File: config.mk
export PLATFORM = sky130hd
export DESIGN_NAME = mosquito_swarm_ctrl
export DESIGN_NICKNAME = d
export VERILOG_FILES = /design/src/rtl/mosquito_swarm_ctrl.sv
export SDC_FILE = /design/constraint.sdc
export NUM_CORES = 1
export LEC_CHECK = 0
export ABC_AREA = 1
export BUFFER_PORTS_ARGS = -buffer_cell sky130_fd_sc_hd__buf_4
export CORE_MARGIN = 2
export CORE_UTILIZATION = 34
export DETAILED_ROUTE_END_ITERATION = 7
export HOLD_SLACK_MARGIN = 0.12
export PLACE_DENSITY = 0.58
export SYNTH_ARGS = -nofsm -noshare
export SYNTH_HDL_FRONTEND = slang
export SYNTH_SLANG_ARGS = --single-unit
File: constraint.sdc
create_clock -name clk -period 3.7 [get_ports clk]
set_input_delay 1.11 -clock clk [delete_from_list [all_inputs] [get_ports clk]]
set_output_delay 1.11 -clock clk [all_outputs]
set_load 0.05 [all_outputs]
File: src/rtl/mosquito_swarm_ctrl.sv
`default_nettype none
// ============================================================================
//  Module      : mosquito_swarm_ctrl
//  Description : Holds position, direction, alive flag and respawn countdown
//                of every enemy mosquito. Moves them once per frame, kills
//                them on bullet hits, respawns them at LFSR-derived positions
//                and keeps a saturating kill counter. All outputs registered.
//  Revision    : 1.0 - initial release
// ============================================================================
module mosquito_swarm_ctrl #(
    parameter int MOSQUITO_COUNT = 4,
    parameter int SPRITE_SIZE    = 32,
    parameter int SCREEN_W       = 640,
    parameter int Y_MIN          = 32,
    parameter int Y_MAX          = 240,
    parameter int STEP_X         = 2,
    parameter int RESPAWN_FRAMES = 60
) (
    input  logic                         clk,
    input  logic                         rst,
    input  logic                         frame_tick,
    input  logic [MOSQUITO_COUNT-1:0]    hit_mask,
    output logic [10*MOSQUITO_COUNT-1:0] mosquito_x_flat,
    output logic [10*MOSQUITO_COUNT-1:0] mosquito_y_flat,
    output logic [MOSQUITO_COUNT-1:0]    mosquito_alive,
    output logic                         kill_pulse,
    output logic [7:0]                   kill_count
);

    // Rightmost x at which a sprite is still fully on screen
    localparam logic [9:0]  c_X_MAX      = 10'(SCREEN_W - SPRITE_SIZE);
    localparam logic [10:0] c_STEP_X_W   = 11'(STEP_X);
    localparam logic [9:0]  c_STEP_X     = 10'(STEP_X);
    localparam logic [9:0]  c_Y_MIN      = 10'(Y_MIN);
    localparam logic [9:0]  c_Y_MAX      = 10'(Y_MAX);
    localparam logic [7:0]  c_RESPAWN    = 8'(RESPAWN_FRAMES);
    localparam logic [9:0]  c_LFSR_SEED  = 10'h2A5;

    logic [9:0]                r_lfsr;
    logic [MOSQUITO_COUNT-1:0] w_kill;
    logic [2:0]                w_kill_num;
    logic [8:0]                w_kill_sum;
    logic                      r_kill_pulse;
    logic [7:0]                r_kill_count;

    // Fibonacci LFSR (x^10 + x^7 + 1), stepped only by frame_tick
    always_ff @(posedge clk) begin
        if (rst) begin
            r_lfsr <= c_LFSR_SEED;
        end else if (frame_tick) begin
            r_lfsr <= {r_lfsr[8:0], r_lfsr[9] ^ r_lfsr[6]};
        end
    end

    // Number of live mosquitoes hit this cycle and the unsaturated new total
    always_comb begin
        w_kill_num = '0;
        for (int k = 0; k < MOSQUITO_COUNT; k++) begin
            w_kill_num = w_kill_num + {2'b00, w_kill[k]};
        end
        w_kill_sum = {1'b0, r_kill_count} + {6'd0, w_kill_num};
    end

    // Kill pulse and saturating kill counter
    always_ff @(posedge clk) begin
        if (rst) begin
            r_kill_pulse <= 1'b0;
            r_kill_count <= 8'd0;
        end else begin
            r_kill_pulse <= (w_kill_num != 3'd0);
            r_kill_count <= w_kill_sum[8] ? 8'hFF : w_kill_sum[7:0];
        end
    end

    assign kill_pulse = r_kill_pulse;
    assign kill_count = r_kill_count;

    generate
        for (genvar gi = 0; gi < MOSQUITO_COUNT; gi++) begin : g_mosq
            localparam logic [9:0] c_X_INIT = 10'(64 + 128 * gi);
            localparam int         c_ROT    = 2 * gi;

            logic [9:0] r_x;
            logic [9:0] r_y;
            logic       r_dx;
            logic       r_dy;
            logic       r_alive;
            logic [7:0] r_cnt;
            logic [9:0] w_rnd;
            logic [9:0] w_x_next;
            logic [9:0] w_y_next;
            logic       w_dx_next;
            logic       w_dy_next;

            // Each mosquito sees a differently rotated copy of the LFSR
            assign w_rnd = (r_lfsr << c_ROT) | (r_lfsr >> (10 - c_ROT));

            assign w_kill[gi] = hit_mask[gi] & r_alive;

            // Next position: bounce off the screen edges and the flight band
            always_comb begin
                w_x_next  = r_x;
                w_dx_next = r_dx;
                w_y_next  = r_y;
                w_dy_next = r_dy;
                if (!r_dx) begin
                    if (({1'b0, r_x} + c_STEP_X_W) > {1'b0, c_X_MAX}) begin
                        w_x_next  = c_X_MAX;
                        w_dx_next = 1'b1;
                    end else begin
                        w_x_next = r_x + c_STEP_X;
                    end
                end else begin
                    if (r_x < c_STEP_X) begin
                        w_x_next  = 10'd0;
                        w_dx_next = 1'b0;
                    end else begin
                        w_x_next = r_x - c_STEP_X;
                    end
                end
                if (!r_dy) begin
                    if (r_y >= c_Y_MAX) begin
                        w_dy_next = 1'b1;
                    end else begin
                        w_y_next = r_y + 10'd1;
                    end
                end else begin
                    if (r_y <= c_Y_MIN) begin
                        w_dy_next = 1'b0;
                    end else begin
                        w_y_next = r_y - 10'd1;
                    end
                end
            end

            // Per-mosquito state: a hit beats a frame tick in the same cycle
            always_ff @(posedge clk) begin
                if (rst) begin
                    r_x     <= c_X_INIT;
                    r_y     <= c_Y_MIN;
                    r_dx    <= 1'b0;
                    r_dy    <= 1'b0;
                    r_alive <= 1'b1;
                    r_cnt   <= 8'd0;
                end else if (w_kill[gi]) begin
                    r_alive <= 1'b0;
                    r_cnt   <= c_RESPAWN;
                end else if (frame_tick) begin
                    if (r_alive) begin
                        r_x  <= w_x_next;
                        r_y  <= w_y_next;
                        r_dx <= w_dx_next;
                        r_dy <= w_dy_next;
                    end else if (r_cnt > 8'd1) begin
                        r_cnt <= r_cnt - 8'd1;
                    end else if (r_cnt == 8'd1) begin
                        r_alive <= 1'b1;
                        r_cnt   <= 8'd0;
                        r_x     <= {1'b0, w_rnd[8:0]};
                        r_y     <= c_Y_MIN + {4'd0, w_rnd[5:0]};
                        r_dx    <= w_rnd[9];
                        r_dy    <= 1'b0;
                    end
                end
            end

            assign mosquito_x_flat[gi*10 +: 10] = r_x;
            assign mosquito_y_flat[gi*10 +: 10] = r_y;
            assign mosquito_alive[gi]           = r_alive;
        end
    endgenerate

endmodule
`default_nettype wire
==> results.yml <==
sta:
  min_period_over_period_pct: 92.1
  finalClockSkew_ns: 0.00937
  rsz0062_at_grt: "no"
  fin_ws_ns: 0.290
  finalHoldViolCount: 0
  final-max-slew-violation-count: 0
  setup_viol: 0
  clock.fmax_ghz: 0.293
  slew-limit-headroom_pct: 52.3
  period_needed_ns: 3.41
  worst_pin_slew_ns: 0.714
global_route:
  grt_pass1_vias: 10100
  grt_usage_pct: 18.7
  grt-ovfl-total: 0
  antenna_found_initial: 0
  grt_pass1_wl_mm: 50.5
  grt_max_degree: 47
synthesis:
  synth.avg_cell_area_um2: 6.42
  yosysUniqueCellTypes: 50
  ys_ff_latch: 143
  yosys_warnings: 0
  yosys.area.top_type_share_pct: 27.4
  yosysTopAreaCell: "dfxtp_1"
  synth_edf_count: 0
  synthCells: 1631
  synthFlopType: "dfxtp_1"
  async_flop_share_pct: 0
  syn_area_um2: 10500
  ys_seq_area_share_pct: 27.4
  synth_area_leaders: "dfxtp_1 (27%), nand2_1 (13%), a21oi_1 (7.7%), nor2_1 (6.6%), inv_1 (6.5%)"
  syn_nets: 1697
final_layout:
  final_cell_mix: "nand2_1 (353), nor2_1 (182), inv_1 (181), a21oi_1 (161), dfxtp_1 (143)"
  antenna_cells: 0
  syn_to_final_growth_pct: 17.5
  mostFrequentLayoutCell: "nand2_1"
  drive_above_1_share_pct: 12.0
  post-route-util_pct: 40.4
  num-nets-final: 1780
place:
  io_buffer_count: 99
  dp_hpwl_mm: 22.8
  gp_congestion: 0.881
  place_ws_ns: -0.187
power_and_ir_drop:
  ir_drop_mv: 0.246
  p_per_area_nw_per_um2: 433
  power.leakage_nw: 5.64
drt:
  detailroute.via_count: 10800
  vias_per_cell: 5.07
  drc: 0
  wl_per_cell_um: 14.4
  routed_wl_mm: 30.5
  drtPass1Iterations: 7
  drt_iter0_drc: 821
  ant_nets: 0
critical_path:
  cp.required_ns: 3.98
  crit_start: "hit_mask[3]"
  cp.arrival_ns: 3.69
  path_class: "input pin to flop"
  rr_startpoint: "g_mosq[3].r_alive"
  startpoint_type: "input pin"
  critical_path_peak_fanout: 3
  endpoint_kind: "flop"
clock_network:
  cts_hold_buf: 0
  post_cts_buffers: 0
  clkLatencyLatePin_ns: 0.42
  path_clk_slew_ns: 0.06
  htreeDepth: 4
  root_buffer: "clkbuf_16"
  cts_sinks: 143
  cts_tree: "done"
  cts_resized: 0
  ctsLongestPathBuffers: 2
  cts_buffers: 17
floorplan:
  die_area_um2: 32200
  die_w_um: 179
  core_area_um2: 30400
  fp.dieH_um: 179
  pin_count: 100
  num_rows: 64
  start_util_pct: 34.4
job:
  maxCapViolCount: 0
status:
  status: "finished clean"
min_path:
  hold_path.class: "flop to flop"
  min_from: "g_mosq[0].r_cnt[7]"
==> final timing paths <==
path / slack (ns) / endpoint / cells past startpoint
max: 0.29 / kill_count[7] / 14
min: 0.47 / g_mosq[0].r_cnt[7] / 2
max reg2reg: 0.76 / kill_count[7] / 13
min reg2reg: 0.47 / g_mosq[0].r_cnt[7] / 2
==> where the power goes <==
group,internal [mW],switching [mW],leakage [nW]
Clock,1.38,0.674,0.343
Sequential,1.66,0.186,1.17
Combinational,0.466,0.952,4.12
==> layout make-up <==
class | count | area (µm²)
clock buffer | 21 | 470
fill | 3235 | 18100
multi-input combinational | 1241 | 6620
timing repair buffer | 119 | 893
tap | 396 | 495
clock inverter | 11 | 233
inverter | 192 | 723
sequential | 143 | 2860
==> cell usage after synthesis (all sizes together) (6+ instances only) <==
cell type  count
inv          192
xor2          42
a31oi          6
o21bai        12
nor4           9
dfxtp        143
a211oi         8
xnor2         10
o22ai         11
clkbuf        25
nor2         197
ha            53
fa             6
a21oi        161
buf           30
or2           10
nand3        101
o211ai        18
nand4         30
o21ai        145
nand2        362
nor3          29
==> registers in the layout, summed over array words and instances, names as in the netlist <==
signal	cells
g_mosq.r_alive	4
g_mosq.r_cnt	32
g_mosq.r_dx	4
g_mosq.r_dy	4
g_mosq.r_x	40
g_mosq.r_y	40
g_mosq.w_rnd	10
kill_count	8
kill_pulse	1
==> per-stage QoR <==
stage / hold WS, ns / std cells / power (mW) / setup TNS [ns] / cell area [µm²]
floorplan: 0.422 / 1631 / 2.89 / 0 / 10500
global route: 0.484 / 2123 / 5.60 / 0 / 12300
detailed placement: 0.455 / 2091 / 3.29 / -0.956 / 11600
CTS: 0.461 / 2123 / 5.37 / 0 / 12300
global placement: 0.443 / 2091 / 3.29 / -0.826 / 11600
finish: 0.467 / 2123 / 5.33 / 0 / 12300
==> per-layer routing <==
| metal | GRT usage (%) | wire (µm) |
|---|---|---|
| met5 | 0 | 0 |
| met2 | 31.5 | 14100 |
| met4 | 5.56 | 577 |
| met1 | 25.0 | 14500 |
| met3 | 2.13 | 1220 |
==> cells by family after synthesis <==
logic type	after synthesis	share of synthesized area, %
fa+ha+maj	59	7.48
xor+xnor	52	4.35
simple gates	747	31.1
buf+inv	247	9.47
compound gates	383	20.3
flops	143	27.4
==> critical path, stage by stage <==
cell	delay, ns
buf_4	0.10
nand2_1	0.14
fa_1	0.56
inv_1	0.04
ha_1	0.18
ha_1	0.29
buf_4	0.14
ha_1	0.26
nand3_1	0.06
and2_1	0.17
nor3_1	0.26
nand3_1	0.14
nor3_1	0.15
a211oi_1	0.06
Power figures use the tool's default switching activity.
